`src/rtl/instr_fetch_pkg.sv`:
```
`default_nettype none
// ============================================================================
// Module   : instr_fetch_pkg
// Brief    : Shared fetch-state encoding, instruction field positions and PC step.
// Revision : 1.0
// ============================================================================
package instr_fetch_pkg;

    typedef enum logic [1:0] {
        IDLE = 2'd0,
        WAIT = 2'd1,
        BUF  = 2'd2,
        DROP = 2'd3
    } fetch_state_e;

    localparam int unsigned OPCODE_MSB = 31;
    localparam int unsigned OPCODE_LSB = 26;
    localparam int unsigned FUNCT_MSB  = 5;
    localparam int unsigned FUNCT_LSB  = 0;

    localparam int unsigned PC_INC = 4;

endpackage
`default_nettype wire

```
`src/rtl/instr_fetch_pc_reg.sv`:
```
`default_nettype none
// ============================================================================
// Module   : pc_reg
// Brief    : Program counter with synchronous reset, load and increment-by-4.
// Revision : 1.0
// ============================================================================
module pc_reg
    import instr_fetch_pkg::*;
#(
    parameter int               WIDTH     = 32,
    parameter logic [WIDTH-1:0] RESET_VAL = '0
) (
    input  logic             clk,
    input  logic             reset,
    input  logic             load_i,
    input  logic [WIDTH-1:0] load_val_i,
    input  logic             inc_i,
    output logic [WIDTH-1:0] pc_o
);

    logic [WIDTH-1:0] pc_q;
    logic [WIDTH-1:0] pc_d;

    // Load wins over increment; the add wraps naturally at 2^WIDTH.
    always_comb begin
        pc_d = pc_q;
        if (load_i) begin
            pc_d = load_val_i;
        end else if (inc_i) begin
            pc_d = pc_q + WIDTH'(PC_INC);
        end
    end

    always_ff @(posedge clk) begin
        if (reset) begin
            pc_q <= RESET_VAL;
        end else begin
            pc_q <= pc_d;
        end
    end

    assign pc_o = pc_q;

endmodule
`default_nettype wire

```
`src/rtl/instr_fetch.sv`:
```
`default_nettype none
// ============================================================================
// Module   : instr_fetch
// Brief    : Single-outstanding instruction fetch with IF/ID register and skid buffer.
// Revision : 1.0
// ============================================================================
module instr_fetch
    import instr_fetch_pkg::*;
#(
    parameter int               WIDTH    = 32,
    parameter logic [WIDTH-1:0] RESET_PC = 32'h0000_0000
) (
    input  logic             clk,
    input  logic             reset,
    output logic [WIDTH-1:0] imem_addr,
    output logic             imem_req,
    input  logic [WIDTH-1:0] imem_rdata,
    input  logic             imem_valid,
    input  logic             stall,
    input  logic             redirect,
    input  logic [WIDTH-1:0] redirect_pc,
    output logic [WIDTH-1:0] instr,
    output logic [WIDTH-1:0] instr_pc,
    output logic             instr_valid,
    output logic [5:0]       opcode,
    output logic [5:0]       functi
);

    fetch_state_e     state_q, state_d;
    logic [WIDTH-1:0] instr_q, instr_d;
    logic [WIDTH-1:0] instr_pc_q, instr_pc_d;
    logic             valid_q, valid_d;
    logic [WIDTH-1:0] buf_instr_q, buf_instr_d;
    logic [WIDTH-1:0] buf_pc_q, buf_pc_d;
    logic             buf_valid_q, buf_valid_d;

    logic [WIDTH-1:0] pc;
    logic [WIDTH-1:0] redirect_tgt;
    logic             pc_load;
    logic             pc_inc;
    logic             out_free;

    assign redirect_tgt = {redirect_pc[WIDTH-1:2], 2'b00};
    assign out_free     = !valid_q || !stall;

    pc_reg #(
        .WIDTH     (WIDTH),
        .RESET_VAL (RESET_PC)
    ) u_pc_reg (
        .clk        (clk),
        .reset      (reset),
        .load_i     (pc_load),
        .load_val_i (redirect_tgt),
        .inc_i      (pc_inc),
        .pc_o       (pc)
    );

    always_comb begin
        state_d     = state_q;
        instr_d     = instr_q;
        instr_pc_d  = instr_pc_q;
        valid_d     = valid_q && stall;
        buf_instr_d = buf_instr_q;
        buf_pc_d    = buf_pc_q;
        buf_valid_d = buf_valid_q;
        pc_load     = 1'b0;
        pc_inc      = 1'b0;

        if (redirect) begin
            pc_load     = 1'b1;
            valid_d     = 1'b0;
            buf_valid_d = 1'b0;
            // A request still in flight must be drained in DROP; a response
            // landing this very cycle leaves nothing outstanding.
            if ((state_q == WAIT || state_q == DROP) && !imem_valid) begin
                state_d = DROP;
            end else begin
                state_d = WAIT;
            end
        end else begin
            case (state_q)
                IDLE: state_d = WAIT;
                WAIT: begin
                    if (imem_valid) begin
                        pc_inc = 1'b1;
                        if (out_free) begin
                            instr_d    = imem_rdata;
                            instr_pc_d = pc;
                            valid_d    = 1'b1;
                        end else begin
                            buf_instr_d = imem_rdata;
                            buf_pc_d    = pc;
                            buf_valid_d = 1'b1;
                            state_d     = BUF;
                        end
                    end
                end
                BUF: begin
                    if (buf_valid_q && !stall) begin
                        instr_d     = buf_instr_q;
                        instr_pc_d  = buf_pc_q;
                        valid_d     = 1'b1;
                        buf_valid_d = 1'b0;
                        state_d     = WAIT;
                    end
                end
                DROP: begin
                    if (imem_valid) begin
                        state_d = WAIT;
                    end
                end
                default: state_d = IDLE;
            endcase
        end
    end

    always_ff @(posedge clk) begin
        if (reset) begin
            state_q     <= IDLE;
            instr_q     <= '0;
            instr_pc_q  <= '0;
            valid_q     <= 1'b0;
            buf_instr_q <= '0;
            buf_pc_q    <= '0;
            buf_valid_q <= 1'b0;
        end else begin
            state_q     <= state_d;
            instr_q     <= instr_d;
            instr_pc_q  <= instr_pc_d;
            valid_q     <= valid_d;
            buf_instr_q <= buf_instr_d;
            buf_pc_q    <= buf_pc_d;
            buf_valid_q <= buf_valid_d;
        end
    end

    assign imem_req    = (state_q == WAIT);
    assign imem_addr   = pc;
    assign instr       = instr_q;
    assign instr_pc    = instr_pc_q;
    assign instr_valid = valid_q;
    assign opcode      = instr_q[OPCODE_MSB:OPCODE_LSB];
    assign functi      = instr_q[FUNCT_MSB:FUNCT_LSB];

endmodule
`default_nettype wire

```
`config.mk`:
```
export PLATFORM = sky130hd
export DESIGN_NAME = instr_fetch
export DESIGN_NICKNAME = d
export VERILOG_FILES = /design/src/rtl/instr_fetch_pkg.sv /design/src/rtl/instr_fetch_pc_reg.sv /design/src/rtl/instr_fetch.sv
export SDC_FILE = /design/constraint.sdc
export NUM_CORES = 1
export LEC_CHECK = 0
export BUFFER_PORTS_ARGS = -buffer_cell sky130_fd_sc_hd__buf_2
export CAP_MARGIN = 40
export CORE_ASPECT_RATIO = 1.25
export CORE_UTILIZATION = 41
export CTS_CLUSTER_DIAMETER = 80
export DETAILED_ROUTE_END_ITERATION = 12
export MAX_ROUTING_LAYER = met4
export PLACE_DENSITY = 0.69
export SKIP_LAST_GASP = 1
export SYNTH_ARGS = -nofsm -noshare
export SYNTH_HDL_FRONTEND = slang
export SYNTH_HIERARCHICAL = 1
export SYNTH_SLANG_ARGS = --single-unit
```
`constraint.sdc`:
```
create_clock -name clk -period 3.25 [get_ports clk]
set_clock_uncertainty 0.1 [all_clocks]
set_input_delay 0.325 -clock clk [delete_from_list [all_inputs] [get_ports clk]]
set_output_delay 0.325 -clock clk [all_outputs]
set_load 0.01 [all_outputs]
```
==> impl_metrics.env <==
export IMPL_dp_hpwl_mm=12.7
export IMPL_crit_chain="inv_1 -> ha_1 -> nand2_1 -> nor2_1 -> buf_4 -> nand2_1 -> nor3_1 -> nor4bb_1 -> a2111oi_0"
export IMPL_drive_gt1_share_pct=29.2
export IMPL_cp_endpoint="u_pc_reg/pc_o[18]"
export IMPL_grt_usage_pct=20.6
export IMPL_grt_max_degree=91
export IMPL_ys_types=53
export IMPL_drt_total_wl_mm=18.8
export IMPL_pwr_share_comb_pct=16.2
export IMPL_p_int_mw=3.64
export IMPL_rr_worst_depth=9
export IMPL_worstReg2RegStart="state_q[1]"
export IMPL_postLayoutSetupSlackWorst_ns=0.468
export IMPL_die_area_um2=19000
export IMPL_overflow=0
export IMPL_final_min_clock_period_ns=2.78
export IMPL_powerDensity_nw_per_um2=557
export IMPL_worstPathArrival_ns=2.95
export IMPL_final_area_um2=9090
export IMPL_holdCritPathClass="primary input to register"
export IMPL_synth_top_area_share_pct=43.4
export IMPL_syn_avg_cell_area_um2=8.93
export IMPL_r2r_end="u_pc_reg/pc_o[18]"
export IMPL_ios=179
export IMPL_hold_buffers=0
export IMPL_critPathMaxFanout=14
export IMPL_yosysMostFrequentCell="dfxtp_1"
export IMPL_start_util_pct=41.8
export IMPL_p_seq_share_pct=44.5
export IMPL_fp_dieH_um=154
export IMPL_ys_seq_area_share_pct=43.4
export IMPL_slowest_stage="nor3_1"
export IMPL_coreArea_um2=18100
export IMPL_drv_slew=0
export IMPL_clock_sinks=164
export IMPL_tritoncts="yes"
export IMPL_rows=55
export IMPL_drv_cap=0
export IMPL_totalPowerFinal_mw=5.07
export IMPL_max_slew_margin_rel_pct=47.5
export IMPL_power_leakage_nw=3.38
export IMPL_crit_path_start="state_q[1]"
export IMPL_setup_viol=0
export IMPL_clkLatencyLatePin_ns=0.43
export IMPL_n_fill_cell=1740
export IMPL_layout_cells_non_filler=1220
export IMPL_syn_inst=847
export IMPL_drc_errors=0
export IMPL_cp_slowest_stage_delay_ns=0.53
export IMPL_path_class="register to register"
export IMPL_tns_ns=0
export IMPL_insertedDiodeCount=0
export IMPL_yosysWarnings=6
export IMPL_synthTopCellsByCount="dfxtp_1, nand2_1, nor2_1"
export IMPL_outcome="complete, no violations"
export IMPL_place_congestion=0.836
export IMPL_dp_cells=1188
export IMPL_ir_drop_mv=0.363
export IMPL_ys_ff_latch=164
export IMPL_synth_async_reset_ratio_pct=0
export IMPL_htree_levels=4
export IMPL_clk_path_buf_depth=2
export IMPL_worst_path_most_repeated_cell="nand2_1"
export IMPL_clkPwrFrac_pct=39.3
export IMPL_via_count=6496
export IMPL_synth_edff_count=0
export IMPL_routedWlPerCell_um=15.4
export IMPL_cp_required_ns=3.42
export IMPL_worst_slew_pin_slew_ns=0.787
export IMPL_cts_repair_resized=0
export IMPL_drtIter0Drc=437
export IMPL_place_area_um2=8500
export IMPL_via_per_inst=5.32
export IMPL_rsz0062_at_grt="no"
export IMPL_portBuffers=176
export IMPL_synthFlopType="dfxtp_1"
export IMPL_fin_nets=1053
export IMPL_die_w_um=123
export IMPL_firstDrtPassIters=4
export IMPL_yosysTopAreaCell="dfxtp_1"
export IMPL_cts_setup_buffers=0
export IMPL_fin_crit_sh_pct=85.6
export IMPL_pre_cts_ws_ns=0.518
export IMPL_syn_to_final_growth_pct=20.2
export IMPL_sw_frac_of_total_pct=28.1
export IMPL_cts_root_buf="clkbuf_16"
export IMPL_drt_antenna_violating_nets=0
export IMPL_worstSetupEndpointType="register"
export IMPL_grt_pass1_wl_mm=29.6
export IMPL_p_switching_mw=1.42
export IMPL_cts_buffers=17
export IMPL_path_clk_slew_ns=0.07
export IMPL_regToRegSetupSlack_ns=0.47
export IMPL_grt_antenna_before_repair=0
export IMPL_startpoint_type="register"
export IMPL_fmax_mhz=359
export IMPL_grt_pass1_vias=5761
export IMPL_syn_area_um2=7560
export IMPL_synthTopCellsByArea="dfxtp_1, a211oi_2, mux2i_1"
export IMPL_hold_violations=0
==> power by group through the flow <==
stage / Sequential (mW) / Combinational (mW) / Clock (mW)
6_report: 2.26 / 0.821 / 1.99
5_1_grt: 2.28 / 0.902 / 2.12
3_3_place_gp: 2.30 / 0.816 / 0
3_5_place_dp: 2.30 / 0.830 / 0
2_1_floorplan: 2.34 / 0.516 / 0
4_1_cts: 2.26 / 0.833 / 2.04
==> per-layer routing <==
layer | vias to the layer above | wire length, um | track usage, % | share of wire [%]
met2 | 192 | 9010 | 32.7 | 48
met5 | - | 0 | - | 0
met1 | 3013 | 8460 | 25.6 | 45
met3 | 28 | 938 | 3.71 | 5.0
met4 | 0 | 392 | 8.32 | 2.1
li1 | 3263 | - | - | -
==> worst max-delay path, delay by kind of cell, from the launching register on <==
family	cells	cell delay (ns)
AO/OA/AOI/OAI	1	0.10
adder cells (fa/ha/maj)	1	0.34
buffers and inverters	2	0.32
flip-flops	1	0.36
AND/OR/NAND/NOR	5	1.39
==> placed cells by master (no fill, tap or decap), types with 2 or more instances in the layout <==
cell type | netlist | layout
a2111oi_0 | 4 | 4
a211o_1 | 3 | 3
a211oi_1 | 17 | 17
a211oi_2 | 56 | 56
a21oi_1 | 71 | 71
a311oi_1 | 6 | 6
and2_1 | 3 | 3
and3_1 | 3 | 3
and4_1 | 5 | 5
buf_2 | 21 | 175
buf_4 | 19 | 13
clkbuf_16 | 0 | 17
clkbuf_8 | 0 | 5
clkinv_2 | 0 | 2
clkinv_4 | 0 | 3
clkinvlp_4 | 0 | 3
conb_1 | 1 | 2
dfxtp_1 | 164 | 164
ha_1 | 5 | 4
inv_1 | 10 | 10
mux2i_1 | 69 | 69
nand2_1 | 150 | 150
nand2b_1 | 5 | 5
nand3_1 | 9 | 9
nand4_1 | 17 | 17
nor2_1 | 93 | 93
nor3_1 | 4 | 4
nor3b_1 | 4 | 4
nor4_1 | 10 | 10
o2111a_1 | 3 | 3
o21ai_0 | 4 | 4
o311a_1 | 3 | 3
o31a_1 | 3 | 3
o31ai_1 | 5 | 5
or2_2 | 4 | 4
or3_1 | 8 | 7
or4_1 | 4 | 4
xnor2_1 | 2 | 2
xor2_1 | 7 | 7
==> how the worst min path moves through the flow <==
stage,from,slack (ns),to,depth (start not counted)
global route,imem_rdata[22],0.03,buf_instr_q[22],3
detailed placement,buf_instr_q[2],0.35,buf_instr_q[2],2
global placement,buf_pc_q[26],0.34,buf_pc_q[26],2
floorplan,buf_instr_q[0],0.34,buf_instr_q[0],2
CTS,redirect_pc[2],0.02,u_pc_reg/pc_o[2],3
finish,redirect_pc[2],0.04,u_pc_reg/pc_o[2],3
==> cells by family (layout without fill, tap and decap cells) <==
logic type                 count (synthesis)  count (layout)  share of synthesized area, %
AOI/OAI and AO/OA                        186             186                          20.5
xor gates and xnor gates                   9               9                          1.04
adders and majority gates                  5               5                         0.827
buffers and inverters                     88             232                          5.66
DFF                                      164             164                          43.4
muxes                                     69              69                          9.13
other                                      1               2                        0.0496
and+or+nand+nor                          325             325                          19.3
==> cell type report <==
cell class,instances,area (um^2),share of cell area (%)
timing repair buffer,190,1000,11.1
tap,228,285,3.14
clock inverter,10,97.6,1.07
clock buffer,22,494,5.44
inverter,10,37.5,0.413
multi-input combinational,596,3880,42.8
sequential,164,3280,36.1
==> metrics by stage <==
stage	util, %	hold slack, ns
2_1_floorplan	-	0.336
4_1_cts	50.2	0.0191
3_5_place_dp	46.9	0.346
3_3_place_gp	46.9	0.341
6_report	50.2	0.0422
5_1_grt	50.2	0.0308
==> flip-flops by register name, summed over array words and instances (netlist names) <==
signal and count:
buf_instr_q 32, buf_pc_q 32, instr 32, instr_pc 32, u_pc_reg/pc_o 32, state_q 2, buf_valid_q 1, instr_valid 1
Power figures use the tool's default switching activity.
